`config.mk`:
```
export PLATFORM = sky130hd
export DESIGN_NAME = stat_bench_sequencer
export DESIGN_NICKNAME = d
export VERILOG_FILES = /design/src/rtl/stat_bench_sequencer.sv
export SDC_FILE = /design/constraint.sdc
export NUM_CORES = 1
export LEC_CHECK = 0
export BUFFER_PORTS_ARGS = -buffer_cell sky130_fd_sc_hd__buf_2
export CAP_MARGIN = 25
export CELL_PAD_IN_SITES_DETAIL_PLACEMENT = 0
export CELL_PAD_IN_SITES_GLOBAL_PLACEMENT = 1
export CORE_MARGIN = 8
export CORE_UTILIZATION = 39
export CTS_BUF_LIST = sky130_fd_sc_hd__clkbuf_8
export CTS_CLUSTER_DIAMETER = 100
export DETAILED_ROUTE_END_ITERATION = 12
export MAX_ROUTING_LAYER = met4
export PLACE_DENSITY = 0.87
export SETUP_SLACK_MARGIN = 0.5
export SLEW_MARGIN = 20
export SYNTH_ARGS = -nofsm -noshare
export SYNTH_HDL_FRONTEND = slang
export SYNTH_SLANG_ARGS = --single-unit
export TNS_END_PERCENT = 10
```
`constraint.sdc`:
```
create_clock -name clk -period 4.25 [get_ports clk]
set_input_delay 0.6375 -clock clk [delete_from_list [all_inputs] [get_ports clk]]
set_output_delay 0.6375 -clock clk [all_outputs]
set_load 0.01 [all_outputs]
```
`src/rtl/stat_bench_sequencer.sv`:
```
// Self-test sequencer for a 32-in/32-out Stat benchmark netlist: Galois LFSR patterns, MISR response signature.
// Optional signature comparator enabled by defining STAT_SIG_CHECK_EN.
module stat_bench_sequencer #(
  parameter int               WIDTH      = 32,
  parameter int               CNT_W      = 16,
  parameter int               SETTLE_CYC = 1,
  parameter logic [WIDTH-1:0] LFSR_POLY  = 32'h80200003,
  parameter logic [WIDTH-1:0] LFSR_SEED  = 32'h00000001
) (
  input  logic             clk,
  input  logic             rst,
  input  logic             start,
  input  logic             abort,
  input  logic [CNT_W-1:0] num_patterns,
  input  logic             seed_load,
  input  logic [WIDTH-1:0] seed,
  input  logic [WIDTH-1:0] resp_in,
`ifdef STAT_SIG_CHECK_EN
  input  logic [WIDTH-1:0] golden,
  output logic             pass,
  output logic             fail,
`endif
  output logic [WIDTH-1:0] pat_out,
  output logic             busy,
  output logic             done,
  output logic [WIDTH-1:0] signature,
  output logic [CNT_W-1:0] pat_count
);

  localparam int SW = (SETTLE_CYC < 2) ? 1 : $clog2(SETTLE_CYC);
  localparam logic [SW-1:0] SETTLE_LAST = SW'(SETTLE_CYC - 1);

  typedef enum logic [1:0] {IDLE, APPLY, CAPTURE, DONE} state_t;

  state_t           state;
  logic [WIDTH-1:0] lfsr, misr;
  logic [CNT_W-1:0] n_lat;
  logic [SW-1:0]    settle;
  logic [WIDTH-1:0] lfsr_nxt, misr_nxt;
  logic [CNT_W-1:0] count_inc;

  always_comb begin
    lfsr_nxt  = {lfsr[WIDTH-2:0], 1'b0} ^ (lfsr[WIDTH-1] ? LFSR_POLY : '0);
    misr_nxt  = {misr[WIDTH-2:0], 1'b0} ^ (misr[WIDTH-1] ? LFSR_POLY : '0) ^ resp_in;
    count_inc = pat_count + CNT_W'(1);
  end

  assign pat_out   = lfsr;
  assign signature = misr;

  always_ff @(posedge clk or posedge rst) begin
    if (rst) begin
      state     <= IDLE;
      lfsr      <= LFSR_SEED;
      misr      <= '0;
      pat_count <= '0;
      n_lat     <= '0;
      settle    <= '0;
      busy      <= 1'b0;
      done      <= 1'b0;
`ifdef STAT_SIG_CHECK_EN
      pass      <= 1'b0;
      fail      <= 1'b0;
`endif
    end else begin
      done <= 1'b0;
      case (state)
        IDLE: begin
          // a zero seed would lock the LFSR, so fall back to the reset seed
          if (seed_load) lfsr <= (seed == '0) ? LFSR_SEED : seed;
          if (start && !abort) begin
            misr      <= '0;
            pat_count <= '0;
            n_lat     <= num_patterns;
            settle    <= '0;
`ifdef STAT_SIG_CHECK_EN
            pass      <= 1'b0;
            fail      <= 1'b0;
`endif
            if (num_patterns == '0) begin
              state <= DONE;
              done  <= 1'b1;
            end else begin
              state <= APPLY;
              busy  <= 1'b1;
            end
          end
        end
        APPLY: begin
          if (abort) begin
            state <= IDLE;
            busy  <= 1'b0;
`ifdef STAT_SIG_CHECK_EN
            pass  <= 1'b0;
            fail  <= 1'b0;
`endif
          end else if (settle == SETTLE_LAST) begin
            state <= CAPTURE;
          end else begin
            settle <= settle + SW'(1);
          end
        end
        CAPTURE: begin
          if (abort) begin
            state <= IDLE;
            busy  <= 1'b0;
`ifdef STAT_SIG_CHECK_EN
            pass  <= 1'b0;
            fail  <= 1'b0;
`endif
          end else begin
            misr      <= misr_nxt;
            lfsr      <= lfsr_nxt;
            pat_count <= count_inc;
            settle    <= '0;
            if (count_inc == n_lat) begin
              state <= DONE;
              busy  <= 1'b0;
              done  <= 1'b1;
            end else begin
              state <= APPLY;
            end
          end
        end
        DONE: begin
          state <= IDLE;
`ifdef STAT_SIG_CHECK_EN
          pass  <= (misr == golden);
          fail  <= (misr != golden);
`endif
        end
        default: state <= IDLE;
      endcase
    end
  end

endmodule
```
==> results by group <==
STA
  – Final min period: 2605 ps
  – Fin. Hold Viols: 0
  – Slew headroom: 41.90%
  – Clock Skew: 10.71 ps
  – Aggregate negative setup slack: 0 ps
  – Max Slew Vio Count: 0
  – Max Freq: 383.9 MHz
  – Number of setup violations in the final report: 0
  – Slew @ Worst Pin: 871.5 ps
  – RSZ-0062 raised after global routing: no
  – Period Utilization, post-route: 61.29%

Cells and area
  – Sequential Area: 0.002504 mm^2
  – Finished Cell Area: 0.006326 mm^2
  – Fillcell total: 1212
  – Most common cell after layout, fill and taps aside: buf_2
  – Most frequent cells in the layout: buf_2 (166), dfrtp_1 (99), o21ai_0 (96), nand2_1 (80), xnor2_1 (47)
  – Area of the multi-input gates: 0.002447 mm^2
  – Area growth from synthesis to layout: 23.98%
  – Layout cells sized above 1: 31.13%
  – Fin nets: 767

Detailed routing
  – Post-route ant nets: 0
  – Via count: 4369
  – Drt first-iter violations: 219
  – # DRC: 0
  – Wire per inst: 16.10 um
  – Vias per cell: 5.110
  – 1st-pass router iterations: 4
  – WL final: 13770 um

Die
  – Die area: 0.01700 mm^2
  – Core area: 0.01272 mm^2
  – Die X: 130.4 um
  – Top Ports: 167
  – Row count: 41
  – Die height: 130.4 um
  – Initial Util: 40.11%

Yosys
  – Post-synthesis compound-gate area fraction: 13.07%
  – Post-Synth Adder-Cell Area: 1.226%
  – Multiplexer share of the synthesized area: 9.220%
  – Post-Synthesis Cell Area: 0.005102 mm^2
  – Cells after Synth: 521
  – Post-Synth XOR/XNOR Area: 10.30%
  – EDFF count, synth: 0
  – Syn nets: 611
  – Synth unique cells: 41
  – Simple-gate share of the synthesized area: 13.76%
  – Mean Syn Cell Area: 9.793 um^2
  – Largest family of logic cells by synthesized area: simple AND/OR/NAND/NOR gates
  – Sequential-to-total area share from yosys stat: 49.07%
  – Yosys reg bits: 100
  – Ys flop type: dfrtp_1
  – Ys async rst share: 100.0%
  – Ys Warns: 0

Global routing
  – Initial antenna violation count: 2
  – Gr usage total: 17.16%
  – Gr ovfl total: 0
  – Largest net degree at the start of global routing: 80
  – Vias in the first global route: 4425
  – First-pass GRT wire length: 22330 um

Power and ir drop
  – Peak VDD IR: 333.3 uV
  – Comb power frac: 41.6%
  – Seq pwr share: 42.1%
  – Internal Power: 2.237 mW
  – P_sw: 1.447 mW
  – Clk pwr share: 16.3%
  – Switching part of the total power: 39.27%
  – Lkg Pwr: 2.954 nW
  – Pwr dens: 582.3 mW/mm^2

Setup path
  – CP Data Required Time: 4490 ps
  – CP endpoint kind: register
  – Crit-path cells: inv_1 > ha_2 > buf_4 > nor2_1 > o22ai_4 > buf_4 > o21ai_0
  – Worst path arrival time: 2850 ps
  – CP max stage delay: 660 ps
  – Critical path type: reg2reg
  – Setup crit start kind: register
  – CP max-delay cell: o22ai_4
  – Crit Path Max Fanout: 42
  – Most frequent CP cell: buf_4

Place
  – Area after DPL: 0.006106 mm^2
  – HPWL after DPL: 10410 um
  – I/O Buffers: 166
  – Gpl congestion: 0.8519

Clock network
  – CTS resizes: 0
  – Worst-path clk slew: 90 ps
  – Htree depth: 3
  – Root Driver: clkbuf_8
  – Clock buffer count from CTS: 9
  – CTS tree: built
  – Postcts setup bufs: 0
  – Sink Count: 100
  – Clock buffer depth: 2
  – Post-CTS Hold Fix Bufs: 0
  – Clock Latency Late Sink: 370 ps

Hold path
  – Worst min path class: in2async

Run status
  – Status: complete, no violations

Job
  – Max-cap violations: 0
state kept, by name (all words and copies together) (netlist names):
signal and flops:
done 1, signature 32, pat_out 32, pat_count 16, n_lat 16, busy 1, state 2
worst max-delay path: cells and delay by family, from the launching register on:
kind	cells	cell delay, ps
buffers and inverters	3	920
adder cells (fa/ha/maj)	1	190
flip-flops	1	410
AO/OA/AOI/OAI	2	800
AND/OR/NAND/NOR	1	150
cell usage after synthesis (2+ instances only):
library cell	instances	area share [%]
nand2_1	80	5.9
buf_1	3	0.22
xnor2_1	47	8.1
clkbuf_1	20	1.5
inv_1	9	0.66
and3_1	5	0.61
ha_1	5	1.2
and4_1	4	0.69
mux2i_1	29	5.7
buf_2	2	0.20
mux2_2	16	3.5
nand2b_1	4	0.49
nand3_1	10	0.98
buf_4	4	0.59
a31oi_1	2	0.25
dfrtp_1	99	49
a211oi_1	3	0.44
nor4_1	11	1.3
o21ai_0	97	9.5
o31ai_1	4	0.59
a21oi_1	8	0.78
nand4_1	10	1.2
xor2_1	13	2.2
nor2_1	14	1.0
a221oi_1	2	0.34
nor3_1	5	0.49
final timing paths:
check | slack, ps | to | startpoint | cells past startpoint
worst max-delay path | 1650 | pat_out[19]$_DFFE_PP0P_ | state[0]$_DFFE_PP0N_ | 7
worst min-delay path | 310 | pat_out[9]$_DFFE_PP0P_ | rst | 2
worst max register to register | 1650 | pat_out[19]$_DFFE_PP0P_ | state[0]$_DFFE_PP0N_ | 7
worst min register to register | 500 | pat_out[0]$_DFFE_PP1P_ | pat_out[0]$_DFFE_PP1P_ | 2
max in group asynchronous | 3230 | signature[31]$_DFFE_PP0P_ | rst | 3
min in group clk | 500 | pat_out[0]$_DFFE_PP1P_ | pat_out[0]$_DFFE_PP1P_ | 2
power groups by stage:
stage               logic, mW  registers [mW]  clock network [mW]
floorplan               0.951            1.61                   0
global placement         1.48            1.56                   0
detailed placement       1.55            1.57                   0
CTS                      1.55            1.55               0.627
global route             1.73            1.60               0.671
finish                   1.53            1.55               0.600
layer usage:
layer	part of all wire (%)	GRT usage, %	up-vias
met4	1.1	5.132	0
met5	0	-	-
met3	7.4	4.660	14
met2	47	26.14	161
met1	45	22.00	2054
li1	-	-	2140
logic make-up (layout without fill, tap and decap cells):
kind of cell             after synthesis  count (layout)
XOR/XNOR                              60              60
AO/OA/AOI/OAI                        123             123
other                                  0               2
buffers and inverters                 39             199
flip-flops                           100             100
multiplexers                          45              45
AND/OR/NAND/NOR                      149             149
adder cells (fa/ha/maj)                5               5
through the flow:
stage	power [mW]	setup slack [ps]	utilization (%)	std cells	hold WS (ps)
6_report	3.684	1645	49.72	855	311.8
5_1_grt	4.002	1375	49.72	855	334.8
4_1_cts	3.735	1621	49.44	851	478.9
3_5_place_dp	3.119	1626	47.99	836	487.7
3_3_place_gp	3.045	1730	47.78	835	486.9
2_1_floorplan	2.561	995.4	-	521	495.7
area by class of cell:
| class | instances | share of cell area (%) |
|---|---|---|
| sequential | 100 | 39.58 |
| multi-input combinational | 382 | 38.69 |
| timing repair buffer | 175 | 14.77 |
| tap | 172 | 3.402 |
| clock buffer | 10 | 2.176 |
| clock inverter | 5 | 0.7318 |
| inverter | 9 | 0.5736 |
| antenna | 2 | 0.07911 |
No activity file was read; power rests on OpenSTA's default activity.
